`src/rtl/max_unpool_pkg.sv`:
```
// Shared definitions for the max-unpooling stage.
// The sample width and pooling window size are project-wide defaults shared
// with the pooling stage; the guards let a project-level definition win.
`ifndef DW
`define DW 16
`endif
`ifndef POOL_WIN
`define POOL_WIN 4
`endif

package max_unpool_pkg;

    // Two-state controller: no window held / window being streamed.
    localparam logic ST_IDLE = 1'b0;
    localparam logic ST_EMIT = 1'b1;

endpackage

```
`src/rtl/max_unpool.sv`:
```
// max_unpool: re-expands one pooled value plus its argmax slot into a full
// window of WIN elements, streamed one element per beat. The argmax slot carries
// the value; every other slot carries zero.
//
// Handshake rules (both sides): a transfer happens on a rising edge where
// valid & ready are both high. A valid source holds its payload stable until
// the transfer. o_ready is combinational from i_ready so that a new descriptor
// can be taken on the same edge as the last beat of the current window.
`ifndef DW
`define DW 16
`endif
`ifndef POOL_WIN
`define POOL_WIN 4
`endif

module max_unpool
    import max_unpool_pkg::*;
#(
    parameter int DW   = `DW,
    parameter int WIN  = `POOL_WIN,
    parameter int IDXW = $clog2(WIN)
) (
    input  logic                   i_clk,
    input  logic                   i_rst,
    input  logic                   i_valid,
    output logic                   o_ready,
    input  logic signed [DW-1:0]   i_data,
    input  logic [IDXW-1:0]        i_idx,
    output logic                   o_valid,
    input  logic                   i_ready,
    output logic signed [DW-1:0]   o_data,
    output logic [IDXW-1:0]        o_pos,
    output logic                   o_last,
    output logic                   o_idx_err
);

    // Slot number of the final element of a window.
    localparam logic [IDXW-1:0] LP_LAST = IDXW'(WIN - 1);
    // Window size widened by one bit so an index can be range-checked.
    localparam logic [IDXW:0]   LP_WIN  = (IDXW + 1)'(WIN);

    logic                 r_state;
    logic                 w_state_nxt;
    logic signed [DW-1:0] r_val;
    logic signed [DW-1:0] r_data;
    logic [IDXW-1:0]      r_idx;
    logic [IDXW-1:0]      r_pos;
    logic                 r_last;
    logic                 r_idx_err;

    logic                 w_valid;
    logic                 w_ready;
    logic                 w_in_fire;
    logic                 w_out_fire;
    logic [IDXW-1:0]      w_pos_inc;
    logic                 w_idx_bad;

    // State register; reset drops any window in flight.
    always_ff @(posedge i_clk) begin
        if (i_rst) begin
            r_state <= ST_IDLE;
        end else begin
            r_state <= w_state_nxt;
        end
    end

    // Next state: a new descriptor always (re)starts a window, otherwise the
    // last completed beat returns to IDLE.
    always_comb begin
        w_state_nxt = r_state;
        if (w_in_fire) begin
            w_state_nxt = ST_EMIT;
        end else if (w_out_fire && r_last) begin
            w_state_nxt = ST_IDLE;
        end
    end

    // Handshake outputs decoded from state plus the downstream ready.
    always_comb begin
        w_valid    = (r_state == ST_EMIT);
        w_out_fire = w_valid & i_ready;
        w_ready    = ~w_valid | (w_out_fire & r_last);
        w_in_fire  = i_valid & w_ready;
    end

    // Helper terms for the datapath: next slot and the range check.
    always_comb begin
        w_pos_inc = r_pos + IDXW'(1);
        w_idx_bad = ({1'b0, i_idx} >= LP_WIN);
    end

    // Datapath: latch the descriptor, walk the slot counter and pre-compute the
    // element for the next beat so every stream output comes from a flop.
    // An out-of-range index never matches a slot, so that window is all zeros.
    always_ff @(posedge i_clk) begin
        if (i_rst) begin
            r_val     <= '0;
            r_idx     <= '0;
            r_pos     <= '0;
            r_data    <= '0;
            r_last    <= 1'b0;
            r_idx_err <= 1'b0;
        end else begin
            if (w_in_fire && w_idx_bad) begin
                r_idx_err <= 1'b1;
            end
            if (w_in_fire) begin
                r_val  <= i_data;
                r_idx  <= i_idx;
                r_pos  <= '0;
                r_data <= (i_idx == '0) ? i_data : '0;
                r_last <= 1'b0;
            end else if (w_out_fire) begin
                if (r_last) begin
                    r_pos  <= '0;
                    r_data <= '0;
                    r_last <= 1'b0;
                end else begin
                    r_pos  <= w_pos_inc;
                    r_data <= (w_pos_inc == r_idx) ? r_val : '0;
                    r_last <= (w_pos_inc == LP_LAST);
                end
            end
        end
    end

    assign o_ready   = w_ready;
    assign o_valid   = w_valid;
    assign o_data    = r_data;
    assign o_pos     = r_pos;
    assign o_last    = r_last;
    assign o_idx_err = r_idx_err;

endmodule

```
`config.mk`:
```
export PLATFORM = sky130hd
export DESIGN_NAME = max_unpool
export DESIGN_NICKNAME = d
export VERILOG_FILES = /design/src/rtl/max_unpool_pkg.sv /design/src/rtl/max_unpool.sv
export SDC_FILE = /design/constraint.sdc
export NUM_CORES = 1
export LEC_CHECK = 0
export CAP_MARGIN = 10
export CORE_MARGIN = 4
export CORE_UTILIZATION = 55
export DETAILED_ROUTE_END_ITERATION = 10
export DONT_BUFFER_PORTS = 1
export GPL_TIMING_DRIVEN = 0
export PLACE_DENSITY = 0.82
export SKIP_CTS_REPAIR_TIMING = 1
export SLEW_MARGIN = 20
export SYNTH_ARGS = -nofsm -noshare
export SYNTH_HDL_FRONTEND = slang
export SYNTH_SLANG_ARGS = --single-unit
```
`constraint.sdc`:
```
create_clock -name i_clk -period 1.9 [get_ports i_clk]
set_clock_uncertainty 0.05 [all_clocks]
set_input_delay 0.285 -clock i_clk [delete_from_list [all_inputs] [get_ports i_clk]]
set_output_delay 0.285 -clock i_clk [all_outputs]
set_load 0.01 [all_outputs]
```
Word-level counts from Yosys, hierarchy flattened
Index checks and enable logic that the tools add are counted.
{ "totals": {"in_bits": 22, "output_inout_bits": 22, "elab_cells": 28, "ff_bits": 38} }
{ "op_classes": {"n_addsub": 1, "n_reduce_logical": 5, "bitwise": 5, "eq_ne": 2, "n_mux": 9} }
{ "ops": {"columns": ["cell", "count"], "rows": [
  ["16-bit 2-to-1 mux", 5],
  ["2-bit nonzero test", 2],
  ["1-bit AND", 3],
  ["1-bit 2-to-1 mux", 3],
  ["2-bit by 1-bit adder with 2-bit output, second input constant", 1],
  ["2-bit equality test", 1],
  ["2-bit equality test, second input constant", 1],
  ["2-bit logical NOT", 1],
  ["2-bit 2-to-1 mux", 1],
  ["2-bit OR reduction", 1],
  ["1-bit logical AND", 1],
  ["1-bit NOT", 1],
  ["1-bit OR", 1]
]} }

Logic depth before layout (Yosys ltp)
{ "depth": {"word_depth": 6, "ltp_mapped": 7, "depth_no_buf": 5} }

Worst setup path before layout
Ideal clock, no wire load.
{ "synth_timing": {"kind": "register to register", "start": "register r_pos[0], in the netlist o_pos[0]", "end": "register r_data[10], in the netlist o_data[10]", "period_less_slack_ns": 1.951, "t_required_ns": 1.771, "n_path_buf": 2, "stages_incl_launch_ff": 8, "path_slack_ns": -0.051, "t_arrival_ns": 1.822, "setup_ns": 0.079, "cell_sequence": "dfxtp_1 inv_1 ha_1 xnor2_1 or4b_1 buf_2 buf_6 o221ai_2"} }
{ "synth_between": {"elab_chain_cells": 6} }
{ "synth_lines": {"columns": ["item", "line", "text"], "rows": [
  ["from (decl)", "max_unpool.sv:47", "logic [IDXW-1:0] r_pos;"],
  ["from (signal assigned)", "max_unpool.sv:119", "r_pos <= w_pos_inc;"],
  ["2-bit by 1-bit adder with 2-bit output", "max_unpool.sv:88", "w_pos_inc = r_pos + IDXW'(1);"],
  ["2-bit equality test", "max_unpool.sv:120", "r_data <= (w_pos_inc == r_idx) ? r_val : '0;"],
  ["16-bit 2-to-1 mux", "max_unpool.sv:120", null],
  ["16-bit 2-to-1 mux", "max_unpool.sv:114", "if (r_last) begin"],
  ["16-bit 2-to-1 mux", "max_unpool.sv:113", "end else if (w_out_fire) begin"],
  ["16-bit 2-to-1 mux", "max_unpool.sv:107", "if (w_in_fire) begin"],
  ["to (signal assigned)", "max_unpool.sv:111", "r_data <= (i_idx == '0) ? i_data : '0;"],
  ["to (signal assigned)", "max_unpool.sv:120", null],
  ["to (decl)", "max_unpool.sv:45", "logic signed [DW-1:0] r_data;"]
]} }
No other way between the ends. The select of a mux whose other input is x is not followed.
A chain may end at the register's enable or synchronous reset.

Worst setup path after layout
{ "layout_timing": {"start": "register r_pos[0], in the netlist o_pos[0]", "end": "register r_data[15], in the netlist o_data[15]"} }
The elaborated chain is that of the path after synthesis.

==> results.md <==
Run status:
- The flow ran to the end, and the final reports show no timing, DRC or antenna violations.

Timing:
- The total of endpoints with negative setup slack in the final report is 0.
- The worst-margin pin slew is 516 ps.
- The final cycle utilization of the critical path is 0.993.
- The setup total negative slack is 0 ps.
- In this run the tightest slew margin relative to its limit is 0.649.
- The final number of hold-violating endpoints is 0.
- Setup repair after global routing could not meet its margin everywhere.
- The smallest clock period supported by the final layout is computed as 1890 ps.
- The total count of max-transition violations in the final report is 0.
- The maximum operating frequency is 530 MHz.

Yosys:
- Of the post-synthesis cell area, the dominant cell type holds 0.459.
- The warning count from the yosys run is 0.
- The mapped netlist covers 1660 um2.
- Counting distinct cell types in the post-synthesis netlist gives 28.
- The number of nets handed over by synthesis was 204.
- The average cell area after synthesis is 9.16 um2.
- In the synthesized netlist the async set-or-reset flop fraction comes to 0.
- The number of flip-flops and latches in the synthesized netlist is 38.
- Of the synthesized area, sequential elements account for 0.459.
- Yosys mapped a number of flops with a built-in enable equal to 0.
- The predominant post-synthesis flop cell is dfxtp_1.
- The synthesized instance count is 181.
- Of all cell types, the one taking the most synthesized area is dfxtp_1.
- After synthesis, the cell types taking the most area are dfxtp_1 (46%), o221ai_2 (9.1%), nand3b_1 (7.2%).

Pwr:
- The static leakage power is 0.697 nW.
- The total power draw is 1.45 mW.
- The maximum resistive drop on vdd is 0.502 mV.
- The total power divided by cell area is 772 nW/um2.

Layout:
- Relative to the synthesized area, the layout overhead comes to 12.9%.
- The final standard cell area without fillers is 1870 um2.
- The fraction of layout cells with a size suffix above 1 is 0.196.
- Summing all multi-input logic gate instances after layout gives 813 um2.
- The number of antenna diodes in the final layout is 0.
- After the last flow step, the layout net total stands at 213.
- The filler cell count in the final layout is 242.
- The register area is 767 um2.

Setup path:
- The worst setup path is of the register to register kind.
- The worst setup path is captured at a register.
- The kind of start point of the critical path is a register.
- The buffer and inverter count on the worst path is 3.
- The maximum fanout encountered on the critical timing path is 6.
- Data on the critical path is required at its endpoint by 2120 ps.
- Walking the worst path, the cells encountered are inv_4 -> ha_4 -> xnor2_2 -> or4b_4 -> buf_6 -> clkbuf_16 -> o221ai_2.
- The critical path's largest stage delay is 520 ps.
- The endpoint arrival time on the critical path is 2100 ps.
- Broken down by cell family, the worst path's largest delay share belongs to simple AND/OR/NAND/NOR gates.
- The slowest library cell on the worst path is or4b_4.

CTS:
- The longest clock path from root to sink contains 2 buffers.
- The tree built by TritonCTS fans out to 38 sinks.
- At the later pin of the worst-skew pair, clock insertion delay measures 350 ps.
- The tree is rooted in a clkbuf_4.
- TritonCTS created 5 clock buffers.
- The clock slew at the register clock pins of the worst setup and hold paths is 110 ps.
- The depth of the CTS H-tree is 2.
- The clock tree from TritonCTS is built.

Route:
- In the routed design, unresolved DRC markers number 0.
- Summed over all layers, the routed wires come to 4550 um.
- The number of nets with antenna violations after detailed routing is 0.
- The average wire per cell in the routed design is 20.7 um.
- The detailed router finished its first iteration with 110 violations.
- The routed layout has 1448 vias.
- Using the TritonRoute via totals, the vias-per-cell ratio works out to 6.58.
- The iteration count of the initial detailed-routing pass is 4.

Placement:
- The placed instances occupy a cell area of 1700 um2.
- The post-detailed-placement half-perimeter wirelength is 3050 um.
- The weighted congestion at the end of routability-driven global placement is 0.837.
- In this run the tool buffered the top-level ports with 0 buffer cells.

Floorplan:
- The die covers 3960 um2.
- The initial cell density of the core is 0.586.
- In this run the core area contains 19 standard-cell rows.
- The y dimension of the die is 62.9 um.
- The floorplan step set the die width to 62.9 um.
- The number of I/O pins is 44.
- The core region is 2830 um2.

Min path:
- The min-delay analysis places its worst path in the category input pin to register.

Global route:
- Entering global routing, the biggest net connects 11 pins.
- The number of global-route vias before repair is 1518.
- The number of antenna violations at the first check in global routing came to 0.
- The remaining global-route overflow is 0.
- The wire length of the first global-routing pass is 7180 um.
- The overall fraction of global-route tracks in use is 0.228.

Run:
- Max-cap violations in this run came to 0.
==> cells in the final DEF, fill, tap and decap left out, types with 2 or more instances in the layout <==
cell	instances
nor2_1	2
o221ai_2	11
inv_1	18
dfxtp_2	2
clkbuf_4	5
buf_4	2
o21ai_0	19
a21oi_1	21
nand2_1	2
clkbuf_2	2
nand3_1	18
o221ai_1	4
buf_6	2
clkbuf_1	7
nand3b_1	16
dfxtp_1	35
==> per-stage QoR <==
step | hold WS [ps] | setup slack [ps] | cells | utilization
floorplan | 383 | 17.9 | 181 | -
global placement | 389 | -92.1 | 212 | 0.600
detailed placement | 392 | -183 | 212 | 0.600
CTS | 21.3 | -211 | 218 | 0.618
global route | 12.2 | -61.4 | 220 | 0.662
finish | 28.0 | 14.0 | 220 | 0.662
==> worst paths after layout <==
check	to	slack (ps)	cells past startpoint	start
worst min-delay path	r_val[8]$_SDFFE_PP0P_	30	2	i_data[8]
worst max-delay path	o_data[15]$_SDFFE_PP0P_	10	7	o_pos[0]$_SDFFE_PP0P_
worst min register to register	r_idx[0]$_SDFFE_PP0P_	470	2	r_idx[0]$_SDFFE_PP0P_
worst max register to register	o_data[15]$_SDFFE_PP0P_	10	7	o_pos[0]$_SDFFE_PP0P_
==> sequential cells by signal (all words and copies together), names as in the netlist <==
signal,flops
o_data,16
o_pos,2
r_idx,2
r_val,16
o_last,1
o_valid,1
==> where the power goes <==
group / switching [mW] / internal, mW / total (mW)
combinational: 0.112 / 0.0666 / 0.179
sequential: 0.0246 / 0.829 / 0.854
clock: 0.247 / 0.167 / 0.413
==> logic make-up after synthesis <==
group / synth area share
buffers and inverters: 0.0868
muxes: 0.0143
xor gates and xnor gates: 0.0106
DFF: 0.459
AOI/OAI and AO/OA: 0.254
other: 0.00226
adders and majority gates: 0.00755
and+or+nand+nor: 0.165
==> metal layers <==
| metal | part of all wire | up-vias | track usage |
|---|---|---|---|
| met4 | 0.016 | 0 | 0.0826 |
| met2 | 0.51 | 82 | 0.389 |
| met3 | 0.11 | 8 | 0.0989 |
| met1 | 0.37 | 694 | 0.248 |
| li1 | - | 664 | - |
| met5 | 0 | - | 0 |
==> synth_stat cells, types with 2 or more instances <==
cell type,count
xnor2_1,2
o21ai_0,19
buf_4,2
dfxtp_1,38
nor2_1,2
nand2_1,2
o221ai_1,6
o221ai_2,10
a21oi_1,21
nand3_1,19
clkbuf_1,10
inv_1,19
nand3b_1,16
==> area by class of cell <==
cell class	instances	share of cell area
tap	31	0.0207
clock buffer	6	0.0274
sequential	38	0.410
timing repair buffer	2	0.0194
multi-input combinational	109	0.434
inverter	19	0.0394
buffer	15	0.0488
No activity file was read; power rests on OpenSTA's default activity.
